**src/rtl/nsub_pkg.sv**
```systemverilog
// rtl/nsub_pkg.sv - shared types and helpers for the nibble-serial subtractor
package nsub_pkg;

  typedef enum logic {S_IDLE, S_SUB} state_t;

  localparam int NIBBLE_W = 4;

  // Width of the nibble index; a single-nibble build still needs one bit.
  function automatic int cnt_width(input int nibbles);
    return (nibbles <= 2) ? 1 : $clog2(nibbles);
  endfunction

endpackage

```
**src/rtl/sub4_borrow.sv**
```systemverilog
// rtl/sub4_borrow.sv - combinational 4-bit subtract slice with borrow in/out
module sub4_borrow (
  input  logic [3:0] A,
  input  logic [3:0] B,
  input  logic       BI,
  output logic [3:0] D,
  output logic       BO
);

  logic [4:0] w_diff;

  // A 5-bit difference puts the borrow in the top bit when it wraps below zero.
  assign w_diff = {1'b0, A} - {1'b0, B} - {4'b0000, BI};
  assign D      = w_diff[3:0];
  assign BO     = w_diff[4];

endmodule

```
**src/rtl/nibble_serial_sub.sv**
```systemverilog
// rtl/nibble_serial_sub.sv - nibble-serial A-B-BI subtractor; optional Z/N flags under NSUB_FLAGS_EN
module nibble_serial_sub
  import nsub_pkg::*;
#(
  parameter int NIBBLES = 4,
  localparam int W = NIBBLE_W * NIBBLES
) (
  input  logic         CLK,
  input  logic         RESETL,
  input  logic         START,
  input  logic [W-1:0] A,
  input  logic [W-1:0] B,
  input  logic         BI,
  output logic         BUSY,
  output logic         DONE,
  output logic [W-1:0] D,
`ifdef NSUB_FLAGS_EN
  output logic         Z,
  output logic         N,
`endif
  output logic         BO
);

  localparam int CW = cnt_width(NIBBLES);
  localparam logic [CW-1:0] LAST = CW'(NIBBLES - 1);

  state_t          r_state;
  state_t          w_state_nxt;
  logic [CW-1:0]   r_cnt;
  logic [W-1:0]    r_ar;
  logic [W-1:0]    r_bb;
  logic [W-1:0]    r_d;
  logic            r_br;
  logic            r_busy;
  logic            r_done;
  logic            r_bo;

  logic [3:0]      w_a_nib;
  logic [3:0]      w_b_nib;
  logic [3:0]      w_d_nib;
  logic            w_bo_nib;
  logic            w_accept;
  logic            w_last;

  assign w_accept = (r_state == S_IDLE) && START;
  assign w_last   = (r_state == S_SUB) && (r_cnt == LAST);
  assign w_a_nib  = r_ar[r_cnt * NIBBLE_W +: NIBBLE_W];
  assign w_b_nib  = r_bb[r_cnt * NIBBLE_W +: NIBBLE_W];

  sub4_borrow u_slice (
    .A  (w_a_nib),
    .B  (w_b_nib),
    .BI (r_br),
    .D  (w_d_nib),
    .BO (w_bo_nib)
  );

  // State register.
  always_ff @(posedge CLK or negedge RESETL) begin
    if (!RESETL) r_state <= S_IDLE;
    else         r_state <= w_state_nxt;
  end

  // Next state: leave idle on a start, return after the top nibble.
  always_comb begin
    w_state_nxt = r_state;
    case (r_state)
      S_IDLE:  if (START)  w_state_nxt = S_SUB;
      S_SUB:   if (w_last) w_state_nxt = S_IDLE;
      default: w_state_nxt = S_IDLE;
    endcase
  end

  // Operand capture, nibble walk, borrow chain and result assembly.
  always_ff @(posedge CLK or negedge RESETL) begin
    if (!RESETL) begin
      r_cnt  <= '0;
      r_ar   <= '0;
      r_bb   <= '0;
      r_d    <= '0;
      r_br   <= 1'b0;
      r_busy <= 1'b0;
      r_done <= 1'b0;
      r_bo   <= 1'b0;
    end else begin
      r_done <= 1'b0;
      if (w_accept) begin
        r_ar   <= A;
        r_bb   <= B;
        r_br   <= BI;
        r_cnt  <= '0;
        r_d    <= '0;
        r_busy <= 1'b1;
      end else if (r_state == S_SUB) begin
        r_d[r_cnt * NIBBLE_W +: NIBBLE_W] <= w_d_nib;
        r_br <= w_bo_nib;
        if (w_last) begin
          r_done <= 1'b1;
          r_bo   <= w_bo_nib;
          r_busy <= 1'b0;
        end else begin
          r_cnt <= r_cnt + 1'b1;
        end
      end
    end
  end

`ifdef NSUB_FLAGS_EN
  logic r_zacc;
  logic r_z;
  logic r_n;

  // Zero-ness is folded in one nibble at a time so no wide compare is needed.
  always_ff @(posedge CLK or negedge RESETL) begin
    if (!RESETL) begin
      r_zacc <= 1'b1;
      r_z    <= 1'b1;
      r_n    <= 1'b0;
    end else if (w_accept) begin
      r_zacc <= 1'b1;
    end else if (r_state == S_SUB) begin
      r_zacc <= r_zacc & (w_d_nib == 4'h0);
      if (w_last) begin
        r_z <= r_zacc & (w_d_nib == 4'h0);
        r_n <= w_d_nib[3];
      end
    end
  end

  assign Z = r_z;
  assign N = r_n;
`endif

  assign BUSY = r_busy;
  assign DONE = r_done;
  assign D    = r_d;
  assign BO   = r_bo;

endmodule

```
**config.mk**
```make
export PLATFORM = sky130hd
export DESIGN_NAME = nibble_serial_sub
export DESIGN_NICKNAME = d
export VERILOG_FILES = /design/src/rtl/nsub_pkg.sv /design/src/rtl/sub4_borrow.sv /design/src/rtl/nibble_serial_sub.sv
export SDC_FILE = /design/constraint.sdc
export NUM_CORES = 1
export LEC_CHECK = 0
export ABC_AREA = 1
export BUFFER_PORTS_ARGS = -buffer_cell sky130_fd_sc_hd__buf_4
export CORE_ASPECT_RATIO = 1.1
export CORE_MARGIN = 2
export CORE_UTILIZATION = 49
export CTS_CLUSTER_DIAMETER = 50
export CTS_CLUSTER_SIZE = 10
export DETAILED_ROUTE_END_ITERATION = 10
export PLACE_DENSITY = 0.76
export RECOVER_POWER = 50
export SYNTH_ARGS = -nofsm -noshare
export SYNTH_HDL_FRONTEND = slang
export SYNTH_SLANG_ARGS = --single-unit
```
**constraint.sdc**
```tcl
create_clock -name CLK -period 2.3 [get_ports CLK]
set_clock_uncertainty 0.1 [all_clocks]
set_input_delay 0.23 -clock CLK [delete_from_list [all_inputs] [get_ports CLK]]
set_output_delay 0.23 -clock CLK [all_outputs]
set_load 0.03 [all_outputs]
```
Word level (Yosys, flattened, before mapping)
Index checks and enable logic that the tools add are counted.

storage, ports and cells
  bits in registers = 55
  latch bits = 0
  memory bits (writable) = 0
  memory bits (read-only) = 0
  input port bits = 36
  output and inout bits = 19
  word-level logic and storage cells = 45
  memories = 0

operators by class
  $add $sub $neg = 4
  multiply operators = 0
  div/mod/pow operators = 0
  magnitude comparators = 0
  equal/unequal tests = 2
  shift-type cells = 4
  mux-type cells = 17
  bitwise logic cells = 2
  reduce and logical (&&, ||, !) cells = 7

operators with widths
  cell                                                    count
  negation 4 -> 34 bit                                    1
  variable shift 4 x 34 -> 16 bit (first input constant)  1
  indexed part select 4 x 34 -> 16 bit                    1
  two-way mux 16 bit                                      2
  indexed part select 16 x 5 -> 4 bit                     2
  bitwise mux 16 bit                                      1
  two-way mux 1 bit                                       10
  two-way mux 2 bit                                       3
  subtractor 4 x 4 -> 5 bit                               1
  subtractor 5 x 1 -> 5 bit                               1
  AND reduction 2 bit                                     2
  nonzero test 2 bit                                      2
  AND reduction 3 bit                                     1
  adder 2 x 1 -> 2 bit (second input constant)            1
  == test 2 bit (second input constant)                   1
  logical AND 1 bit                                       2
  != test 2 bit (second input constant)                   1
  inverter 1 bit                                          2
  case mux 1 bit (2 select lines)                         1

Longest topological paths before layout
Gate-level depths: netlist of run 1.

  depth after elaboration = 7
  gate-level depth with buffers = 14
  depth with buffers taken out = 12

Modules after synthesis
Synthesis of run 1 repeated with hierarchy kept, for this count alone.

unflattened totals
  cells, all modules = 348
  area total of the unflattened synthesis = 2755.1 um2

by module, submodules not included
  module             instances  cells an instance  area an instance (um2)  seq. area each (um2)
  nibble_serial_sub  1          313                2524.9                  1376.3
  sub4_borrow        1          35                 230.2                   0.0

Least setup slack after synthesis of run 1
OpenSTA, ideal clock, no wires.

  path kind = register -> register
  from = register r_cnt[0]
  to = register r_d[5], in the netlist D[5]
  setup time = 83 ps
  arrival = 2304 ps
  required time = 2117 ps
  path slack = -186 ps
  cell stages (with the launch flop) = 12
  path buffers = 2
  period minus slack after synthesis = 2486 ps
  cell sequence = dfrtp_1 -> buf_6 -> inv_4 -> buf_2 -> nand2_1 -> a32o_1 -> fa_1 -> inv_1 -> fa_1 -> nor2_1 -> nand2_1 -> o21ai_0

between the ends
  word-level cells in the longest chain between the ends = 7
  elaborated cells between the ends (all ways) = 10
  those cells by class = add/sub (3); shift (4); mux (3)

ends and longest elaborated chain
  element                                                 line                                              RTL
  start, declared                                         nibble_serial_sub.sv:29                           logic [CW-1:0] r_cnt;
  start signal, assigned                                  nibble_serial_sub.sv:102                          r_cnt <= r_cnt + 1'b1;
  indexed part select 16 x 5 -> 4 bit (on tied branches)  nibble_serial_sub.sv:47, nibble_serial_sub.sv:48
  subtractor 4 x 4 -> 5 bit                               sub4_borrow.sv:13                                 assign w_diff = {1'b0, A} - {1'b0, B} - {4'b0000, BI};
  subtractor 5 x 1 -> 5 bit                               sub4_borrow.sv:13
  indexed part select 4 x 34 -> 16 bit                    nibble_serial_sub.sv:95                           r_d[r_cnt * NIBBLE_W +: NIBBLE_W] <= w_d_nib;
  bitwise mux 16 bit *                                    nibble_serial_sub.sv:95
  two-way mux 16 bit *                                    nibble_serial_sub.sv:94                           end else if (r_state == S_SUB) begin
  two-way mux 16 bit *                                    nibble_serial_sub.sv:87                           if (w_accept) begin
  end signal, assigned by index                           nibble_serial_sub.sv:95
  end, declared                                           nibble_serial_sub.sv:32                           logic [W-1:0] r_d;

Every way passes the cells marked *; elsewhere a longest branch is shown, timed or not. The select of a mux whose other input is x is not followed.
A chain may end at the register's enable or synchronous reset.

Final worst setup path of run 1
Same ends and word-level chain as after synthesis.

==> results.py, run 1 <==
metrics = {
    "worst_setup_path": {
        "r2r_setup_slack_ns": 0.002,
        "crit_type": "flop to flop",
        "crit_buf_inv": 2,
        "path_cells": "buf_6 -> nand2_2 -> a32o_2 -> fa_2 -> inv_2 -> fa_2 -> nor2_4 -> nand2_2 -> o21ai_1",
        "reg2reg_to": "D[5]$_DFFE_PN0P_",
        "ff2ff_path_depth": 9,
        "r2r-start": "r_cnt[0]$_DFFE_PN0P_",
        "endpoint_kind": "flop",
        "crit_family": "adder cells",
        "cp_max_fo": 6,
        "required_ns": 2.44,
        "cp_slowest_cell": "dfrtp_2",
        "critPathLaunch": "r_cnt[0]$_DFFE_PN0P_",
        "slowest_delay_ns": 0.48,
        "crit_arrival_ns": 2.44,
        "start_kind": "flop",
    },
    "detailed_routing": {
        "drcViolationCount": 0,
        "viasPerCell": 5.00,
        "wl_per_cell_um": 12.9,
        "dr.pass1.iters": 4,
        "vias": 2285,
        "routed_wl_mm": 5.90,
        "drt_iter0_drc": 98,
        "met2_length_mm": 3.06,
        "ant_nets": 0,
        "wl_met1_mm": 2.49,
        "wl_met3_um": 266,
        "top_layer": "met4",
    },
    "synthesis": {
        "synthCells": 312,
        "synth_xor_area_share_pct": 0.333,
        "avgSynthCellArea_um2": 8.43,
        "synth.mux.area_fraction_pct": 0,
        "yosysSeqAreaShare_pct": 52.3,
        "netlist_area_mm2": 0.00263,
        "synth_top_family_by_area": "simple AND/OR/NAND/NOR gates",
        "synthTopCellsByArea": "dfrtp_1, nand2_1, ha_1",
        "ys_ff_latch": 55,
        "synth_compound_area_share_pct": 8.51,
        "yosys.area_share.simple_pct": 27.4,
        "netlist.area_leader.share_pct": 52.3,
        "synth_nets": 359,
        "synth_top_area_cell": "dfrtp_1",
        "yosysWarnings": 0,
        "synth.distinct_cells": 27,
        "synth_fa_ha_area_share_pct": 5.80,
    },
    "worst_hold_path": {
        "hp-class": "input port to flop",
        "holdPathEnd": "r_bb[6]$_DFFE_PN0P_",
        "worstHoldStart": "B[6]",
        "min_path_cells": 3,
    },
    "sta": {
        "tightest_slew_ns": 1.30,
        "slew_headroom_pct": 13.1,
        "period_minus_slack_ns": 2.30,
        "finalSetupViolCount": 0,
        "fin_ws_ns": 0.00195,
        "hold_viol": 0,
        "fin_hold_ws_ns": 0.00974,
        "clock.fmax_ghz": 0.435,
        "finalCritPeriodShare_pct": 99.9,
        "rsz0062_at_grt": "true",
        "slew_viol_final": 0,
    },
    "power": {
        "combPwrFrac_pct": 61.7,
        "power_frac_seq_pct": 27.6,
        "p_leak_nw": 1.83,
        "p_clk_share_pct": 10.7,
        "power.switching_mw": 2.79,
        "power.share.switching_pct": 45.4,
        "intPower_mw": 3.35,
        "p_per_area_mw_per_mm2": 1790,
        "total_power_mw": 6.14,
        "peakVddDrop_v": 0.000814,
    },
    "cts": {
        "clockBufferDepth": 2,
        "clkLatencyLatePin_ns": 0.30,
        "clock-sinks": 55,
        "h-tree-depth": 2,
        "tritoncts": "yes",
        "clk_pin_slew_worst_paths_ns": 0.09,
        "cts_root_buf": "clkbuf_8",
        "cts_inserted_buffers": 5,
    },
    "finish": {
        "nNetsFinal": 431,
        "antennaDiodeCount": 0,
        "drive_gt1_share_pct": 30.1,
        "syn2layout_area_growth_pct": 30.5,
    },
    "placement": {
        "place_ws_ns": -0.0877,
        "place_congestion": 0.814,
        "numPortBuffers": 54,
        "dp_hpwl_mm": 4.24,
    },
    "die": {
        "core_mm2": 0.00510,
        "die_x_um": 73.9,
        "placementRows": 27,
        "die_height_um": 80.9,
        "io_pins": 55,
        "start_util_pct": 51.6,
        "dieArea_mm2": 0.00597,
    },
    "global_route": {
        "gr-total-overflow": 0,
        "grt_pass1_vias": 2210,
        "grt_pass1_wl_mm": 9.91,
        "grt_max_degree": 56,
        "antenna_found_initial": 0,
        "grt.total_usage_pct": 21.5,
    },
    "outcome": {
        "outcome": "completed",
    },
    "flow_run": {
        "cap_violations": 0,
    },
}
-- sequential cells by signal (all words and copies together), names as in the netlist --
name and count:
BUSY 1, r_br 1, BO 1, r_state 1
r_cnt 2, r_ar 16, r_bb 16, D 16
DONE 1
-- timing repair --
action | 4_1_cts | 5_1_grt
hold buffers | 1 | 0
setup endpoints to repair | 9 | 14
setup buffers | 6 | 0
pin swaps | 12 | 8
gates cloned | 1 | 0
resized for setup | 19 | 11
hold endpoints to repair | 55 | 0
-- power groups by stage --
| stage | sequential (mW) | combinational (mW) | clock [mW] |
|---|---|---|---|
| 6_report | 1.70 | 3.79 | 0.655 |
| 5_1_grt | 1.75 | 4.16 | 0.712 |
| 4_1_cts | 1.70 | 3.49 | 0.666 |
| 3_5_place_dp | 1.71 | 3.14 | 0 |
| 3_3_place_gp | 1.70 | 3.03 | 0 |
| 2_1_floorplan | 1.90 | 1.94 | 0 |
-- placed cells by master (no fill, tap or decap), types with 4 or more instances in the layout --
master / count
buf_4: 70
o21ai_0: 9
inv_1: 15
nand2_1: 135
nand2_2: 7
ha_1: 8
a32o_1: 4
clkbuf_8: 6
a21oi_1: 4
nor2_1: 10
inv_2: 5
nand3_1: 14
dfrtp_1: 54
-- per-layer routing --
metal / global-route usage, % / vias to the layer above
met3: 3.72 / 7
met2: 37.5 / 66
met5: 0 / -
li1: - / 1149
met4: 6.00 / 0
met1: 27.4 / 1063
-- area by class of cell --
| cell class | count | area [um2] |
|---|---|---|
| fill | 438 | 1670 |
| clock inverter | 2 | 35.0 |
| timing repair inverter | 1 | 3.75 |
| multi-input combinational | 224 | 1190 |
| inverter | 20 | 80.1 |
| tap | 72 | 90.1 |
| sequential | 55 | 1380 |
| timing repair buffer | 77 | 574 |
| clock buffer | 6 | 82.6 |
-- cell usage after synthesis (all sizes together) --
cell type	n
nand2	142
nand4	2
nor3	2
o22ai	4
inv	20
ha	9
clkbuf	2
nand3	17
dfrtp	55
fa	2
o31ai	2
xnor2	1
a32oi	1
a32o	5
nor2	14
buf	11
o211ai	1
a21oi	7
o21ai	15
-- cells by family (layout without fill, tap and decap cells) --
kind of cell / Yosys count / in the layout
AOI/OAI and AO/OA: 35 / 35
xor gates and xnor gates: 1 / 1
adders and majority gates: 11 / 11
buffers and inverters: 33 / 106
DFF: 55 / 55
and+or+nand+nor: 177 / 177
-- worst max path at each step --
| stage | depth (start not counted) | slack [ns] | end |
|---|---|---|---|
| after CTS | 9 | -0.02 | D[13]$_DFFE_PN0P_ |
| final | 9 | 0.002 | D[5]$_DFFE_PN0P_ |
| after global routing | 12 | -0.08 | D[6]$_DFFE_PN0P_ |
| after global placement | 10 | -0.002 | D[10]$_DFFE_PN0P_ |
| after floorplan | 11 | -0.03 | D[5]$_DFFE_PN0P_ |
| after detailed placement | 9 | -0.09 | r_br$_DFFE_PN0P_ |
-- worst reg2reg max path, stage by stage (launching register included) --
cell,delay [ns]
dfrtp_2,0.48
buf_6,0.14
nand2_2,0.05
a32o_2,0.26
fa_2,0.37
inv_2,0.07
fa_2,0.44
nor2_4,0.12
nand2_2,0.07
o21ai_1,0.12
-- per-stage QoR --
stage / TNS (ns) / cell area [um2] / std cells / util, %
after floorplan: -0.0463 / 2650 / 312 / -
after detailed placement: -0.444 / 3180 / 441 / 62.3
after CTS: -0.0249 / 3410 / 457 / 66.9
final: 0 / 3430 / 457 / 67.3
after global routing: -0.794 / 3430 / 457 / 67.3
after global placement: -0.00197 / 3180 / 441 / 62.3
(Power assumes the default switching activity.)
==> run 2, diff against run 1 <==
==> constraint.sdc (replaced) <==
create_clock -name CLK -period 2.3 [get_ports CLK]
set_clock_uncertainty 0.1 [all_clocks]
set_input_delay 0.69 -clock CLK [delete_from_list [all_inputs] [get_ports CLK]]
set_output_delay 0.69 -clock CLK [all_outputs]
set_load 0.03 [all_outputs]
==> run 2 against run 1 <==
  * Fmax increased by 0.50%
  * Sequential power about the same
  * Sequential share of layout area decreased by 0.17 points
  * Utilization increased by 0.29 points
  * Non-clock buffer count decreased by 2
  * Combinational power hardly changed
  * Critical path type unchanged
  * First-iteration DRC count fell by 29%
  * Final area grew 0.44%
==> results.py, run 2 (synthesis gave the netlist of run 1 again) <==
metrics = {
    "worst_setup_path": {
        "crit_buf_inv": 2,
        "r2r_setup_slack_ns": 0.01,
        "crit_family": "adder cells",
        "crit_arrival_ns": 2.38,
        "endpoint_kind": "flop",
        "crit_cells": 10,
        "crit_type": "flop to flop",
        "reg2reg_to": "r_br$_DFFE_PN0P_",
        "cp_slowest_cell": "dfrtp_2",
        "path_cells": "buf_6 -> o21ai_2 -> o22ai_2 -> fa_2 -> inv_2 -> fa_2 -> nand2_2 -> a21oi_2 -> xnor2_1 -> o211ai_1",
        "crit_top_cell": "fa_2",
        "slowest_delay_ns": 0.48,
        "critPathLaunch": "r_cnt[0]$_DFFE_PN0P_",
        "r2r-start": "r_cnt[0]$_DFFE_PN0P_",
        "required_ns": 2.39,
        "endpoint": "r_br$_DFFE_PN0P_",
        "start_kind": "flop",
        "cp_max_fo": 5,
        "ff2ff_path_depth": 10,
    },
    "sta": {
        "finalCritPeriodShare_pct": 99.4,
        "tightest_slew_ns": 1.31,
        "hold_viol": 0,
        "finalSetupViolCount": 0,
        "slew_headroom_pct": 12.6,
        "rsz0062_at_grt": "true",
        "clock.fmax_ghz": 0.437,
        "slew_viol_final": 0,
        "fin_hold_ws_ns": 0.382,
        "period_minus_slack_ns": 2.29,
    },
    "die": {
        "placementRows": 27,
        "start_util_pct": 51.6,
        "dieArea_mm2": 0.00597,
        "die_height_um": 80.9,
        "core_mm2": 0.00510,
        "io_pins": 55,
        "die_x_um": 73.9,
    },
    "finish": {
        "most-common-layout-cells": "nand2_1, buf_4, dfrtp_1",
        "nNetsFinal": 428,
        "syn2layout_area_growth_pct": 31.1,
        "layout_commonest_cell": "nand2_1",
        "fin_cells": 454,
        "drive_gt1_share_pct": 31.7,
        "fillers": 444,
        "post-route-util_pct": 67.6,
        "antennaDiodeCount": 0,
        "stdcell_area_mm2": 0.00345,
    },
    "cts": {
        "ctsHoldBuffers": 0,
        "clkLatencyLatePin_ns": 0.31,
        "cts_inserted_buffers": 5,
        "clockBufferDepth": 2,
        "cts_root_buf": "clkbuf_8",
        "h-tree-depth": 2,
        "clock-sinks": 55,
        "tritoncts": "yes",
        "clk_pin_slew_worst_paths_ns": 0.09,
    },
    "detailed_routing": {
        "wl_per_cell_um": 13.0,
        "vias": 2248,
        "drcViolationCount": 0,
        "viasPerCell": 4.95,
        "ant_nets": 0,
        "routed_wl_mm": 5.92,
        "drt_iter0_drc": 70,
        "dr.pass1.iters": 4,
    },
    "power": {
        "peakVddDrop_v": 0.000762,
        "p_leak_nw": 1.83,
        "p_per_area_mw_per_mm2": 1780,
    },
    "worst_hold_path": {
        "hp-class": "flop to flop",
    },
    "global_route": {
        "gr-total-overflow": 0,
        "grt_pass1_wl_mm": 9.91,
        "antenna_found_initial": 0,
        "grt_max_degree": 56,
        "grt.total_usage_pct": 21.5,
        "grt_pass1_vias": 2235,
    },
    "placement": {
        "place_area_mm2": 0.00319,
        "numPortBuffers": 54,
        "place_congestion": 0.818,
        "dp_hpwl_mm": 4.22,
        "post-place-cells": 442,
    },
    "outcome": {
        "outcome": "completed",
    },
    "flow_run": {
        "cap_violations": 0,
    },
}
[run 2: power breakdown]
| group | leakage (nW) | switching [mW] | internal, mW |
|---|---|---|---|
| sequential | 0.701 | 0.285 | 1.41 |
| clock | 0.0612 | 0.305 | 0.352 |
| combinational | 1.07 | 2.21 | 1.59 |
| total | 1.83 | 2.80 | 3.35 |
[run 2: cell type report]
| cell class | count | area [um2] | share of cell area [%] |
|---|---|---|---|
| Sequential cell | 55 | 1380 | 39.9 |
| Multi-Input combinational cell | 224 | 1220 | 35.3 |
| Timing Repair Buffer | 75 | 568 | 16.5 |
| Tap cell | 72 | 90.1 | 2.61 |
| Clock buffer | 6 | 82.6 | 2.39 |
| Inverter | 20 | 80.1 | 2.32 |
| Clock inverter | 2 | 35.0 | 1.02 |
[run 2: repair_timing]
action,in CTS,in global routing
pin swaps,0,15
hold endpoints to repair,0,0
buffers inserted,2,2
endpoints found under the setup margin,7,14
gates resized for setup,7,34
[run 2: worst min-delay path by stage]
stage	startpoint	cells past startpoint	to
6_report	BUSY$_DFFE_PN0P_	2	BUSY$_DFFE_PN0P_
5_1_grt	BUSY$_DFFE_PN0P_	2	BUSY$_DFFE_PN0P_
4_1_cts	RESETL	1	D[6]$_DFFE_PN0P_
3_5_place_dp	BUSY$_DFFE_PN0P_	2	BUSY$_DFFE_PN0P_
3_3_place_gp	r_ar[4]$_DFFE_PN0P_	2	r_ar[4]$_DFFE_PN0P_
2_1_floorplan	RESETL	0	BO$_DFFE_PN0P_
[run 2: routing by layer]
metal / track usage (%) / vias to the layer above / share of wire (%) / routed length (um)
met5: 0 / - / 0 / 0
met4: 8.00 / 0 / 1.6 / 95
met2: 35.6 / 59 / 51 / 3030
met3: 4.22 / 10 / 4.5 / 264
met1: 27.8 / 1046 / 43 / 2530
li1: - / 1133 / - / -
[run 2: per-stage QoR]
stage	power (mW)	setup WS, ns	TNS [ns]
after floorplan	3.84	-0.0302	-0.0463
after global placement	4.73	-0.0168	-0.0174
after detailed placement	4.83	-0.0680	-0.308
after CTS	5.61	0.0103	0
after global routing	6.71	-0.113	-0.641
final	6.15	0.0134	0
[run 2: worst min-delay path, delay by kind of cell, from the launching register on]
kind,cells,cell delay (ns)
DFF,1,0.36
and+or+nand+nor,2,0.09
==> run 3, diff against run 2 <==
--- a/config.mk
+++ b/config.mk
@@ -7,13 +7,15 @@
 export LEC_CHECK = 0
 export ABC_AREA = 1
 export BUFFER_PORTS_ARGS = -buffer_cell sky130_fd_sc_hd__buf_4
+export CELL_PAD_IN_SITES_DETAIL_PLACEMENT = 0
+export CELL_PAD_IN_SITES_GLOBAL_PLACEMENT = 2
 export CORE_ASPECT_RATIO = 1.1
 export CORE_MARGIN = 2
-export CORE_UTILIZATION = 49
+export CORE_UTILIZATION = 29
 export CTS_CLUSTER_DIAMETER = 50
 export CTS_CLUSTER_SIZE = 10
 export DETAILED_ROUTE_END_ITERATION = 10
-export PLACE_DENSITY = 0.76
+export PLACE_DENSITY_LB_ADDON = 0.1
 export RECOVER_POWER = 50
 export SYNTH_ARGS = -nofsm -noshare
 export SYNTH_HDL_FRONTEND = slang
==> run 3 against run 2 <==
  * Sequential share of layout area about the same
  * Final area about the same
  * Utilization decreased by 29 points
  * Sequential power about the same
  * Worst hold slack about the same
  * Non-clock buffer count unchanged
  * Fmax increased by 2.1%
  * First-iteration DRC count decreased by 4.3%
  * Register-to-register slack improved by 0.05 ns
  * Critical path depth decreased by 1
  * Critical path type unchanged
  * Largest power group unchanged
==> results.py, run 3 (synthesis gave the netlist of run 1 again) <==
metrics = {
    "cts": {
        "tritoncts": "yes",
        "clockBufferDepth": 2,
        "clk_pin_slew_worst_paths_ns": 0.10,
        "clkLatencyLatePin_ns": 0.31,
        "cts_inserted_buffers": 5,
        "cts_root_buf": "clkbuf_8",
        "h-tree-depth": 2,
        "clock-sinks": 55,
    },
    "worst_setup_path": {
        "reg2reg_to": "D[5]$_DFFE_PN0P_",
        "endpoint_kind": "flop",
        "crit_arrival_ns": 2.38,
        "crit_type": "flop to flop",
        "ff2ff_path_depth": 9,
        "start_kind": "flop",
        "r2r_setup_slack_ns": 0.06,
        "r2r-start": "r_cnt[0]$_DFFE_PN0P_",
        "required_ns": 2.44,
        "cp_max_fo": 7,
    },
    "detailed_routing": {
        "vias": 2225,
        "wl_per_cell_um": 13.6,
        "viasPerCell": 4.49,
        "ant_nets": 0,
        "drcViolationCount": 0,
        "drt_iter0_drc": 67,
        "routed_wl_mm": 6.76,
        "dr.pass1.iters": 6,
    },
    "finish": {
        "antennaDiodeCount": 0,
        "syn2layout_area_growth_pct": 31.1,
        "layout_commonest_cell": "nand2_1",
        "nNetsFinal": 428,
        "drive_gt1_share_pct": 28.8,
        "most-common-layout-cells": "nand2_1, buf_4, dfrtp_1",
    },
    "sta": {
        "fin_ws_ns": 0.0594,
        "clock.fmax_ghz": 0.446,
        "period_minus_slack_ns": 2.24,
        "slew_headroom_pct": 6.44,
        "hold_viol": 0,
        "tightest_slew_ns": 1.40,
        "rsz0062_at_grt": "true",
        "slew_viol_final": 0,
        "finalCritPeriodShare_pct": 97.4,
        "finalSetupViolCount": 0,
    },
    "power": {
        "power_frac_seq_pct": 28.1,
        "power.switching_mw": 2.76,
        "peakVddDrop_v": 0.000659,
        "p_leak_nw": 1.81,
        "p_per_area_mw_per_mm2": 1750,
        "p_clk_share_pct": 8.7,
        "intPower_mw": 3.26,
        "power.share.switching_pct": 45.9,
        "combPwrFrac_pct": 63.1,
        "total_power_mw": 6.02,
    },
    "placement": {
        "place_ws_ns": -0.145,
        "numPortBuffers": 54,
        "place_congestion": 0.778,
        "dp_hpwl_mm": 5.01,
    },
    "die": {
        "die_x_um": 94.8,
        "start_util_pct": 29.8,
        "placementRows": 36,
        "core_mm2": 0.00883,
        "io_pins": 55,
        "dieArea_mm2": 0.00985,
        "die_height_um": 104,
    },
    "worst_hold_path": {
        "worstHoldStart": "BUSY$_DFFE_PN0P_",
        "min_path_cells": 2,
        "hp-class": "flop to flop",
        "holdPathEnd": "BUSY$_DFFE_PN0P_",
    },
    "global_route": {
        "grt.total_usage_pct": 14.6,
        "grt_pass1_wl_mm": 11.3,
        "grt_pass1_vias": 2243,
        "grt_max_degree": 56,
        "antenna_found_initial": 0,
        "gr-total-overflow": 0,
    },
    "outcome": {
        "outcome": "completed",
    },
    "flow_run": {
        "cap_violations": 0,
    },
}
-- run 3: power groups by stage --
| stage | combinational [mW] | clock, mW | sequential [mW] |
|---|---|---|---|
| after floorplan | 1.94 | 0 | 1.90 |
| after global placement | 3.24 | 0 | 1.73 |
| after detailed placement | 3.24 | 0 | 1.73 |
| after CTS | 3.53 | 0.546 | 1.71 |
| after global routing | 4.28 | 0.578 | 1.76 |
| final | 3.80 | 0.525 | 1.69 |
-- run 3: how the worst max path moves through the flow --
stage | start | end | slack (ns) | cells past startpoint
after global placement | r_cnt[0]$_DFFE_PN0P_ | D[10]$_DFFE_PN0P_ | -0.13 | 11
final | r_cnt[0]$_DFFE_PN0P_ | D[5]$_DFFE_PN0P_ | 0.06 | 9
after global routing | r_cnt[0]$_DFFE_PN0P_ | D[14]$_DFFE_PN0P_ | -0.06 | 12
after CTS | r_cnt[0]$_DFFE_PN0P_ | D[10]$_DFFE_PN0P_ | -0.01 | 11
after floorplan | r_cnt[0]$_DFFE_PN0P_ | D[5]$_DFFE_PN0P_ | -0.03 | 11
after detailed placement | r_cnt[0]$_DFFE_PN0P_ | D[10]$_DFFE_PN0P_ | -0.15 | 10
-- run 3: final cells by class --
| type | instances | area, um2 |
|---|---|---|
| clock inverters | 1 | 5.00 |
| flip-flops and latches | 55 | 1380 |
| inverters | 20 | 80.1 |
| repair buffers | 75 | 577 |
| fillers | 974 | 5380 |
| clock buffers | 7 | 76.3 |
| multi-input cells | 224 | 1190 |
| well taps | 114 | 143 |
-- run 3: routing by layer --
layer	track usage, %	vias to the layer above	wire length (um)
met1	19.1	1049	3100
met4	3.11	0	61
met5	0	-	0
li1	-	1132	-
met2	25.2	39	3400
met3	2.25	5	205
-- run 3: critical path, stage by stage (launching register included) --
cell	delay, ns
dfrtp_2	0.48
clkinv_4	0.09
nand2_1	0.05
a32o_1	0.24
fa_2	0.37
inv_2	0.06
fa_2	0.46
nor2_4	0.13
nand2_1	0.08
o21ai_1	0.12
-- run 3: through the flow --
stage	cells	instance area (um2)	hold WS [ns]	utilization (%)	TNS (ns)
2_1_floorplan	312	2650	0.294	-	-0.0463
3_3_place_gp	483	3250	0.360	36.8	-0.381
3_5_place_dp	483	3250	0.364	36.8	-0.618
4_1_cts	496	3400	0.357	38.5	-0.0110
5_1_grt	496	3450	0.411	39.1	-0.440
6_report	496	3450	0.382	39.1	0
-- run 3: timing repair --
action,4_1_cts,5_1_grt
cloned,0,0
setup endpoints to repair,9,14
resized for setup,10,15
hold buffers,0,0
buffers inserted,5,0
pin swaps,4,7
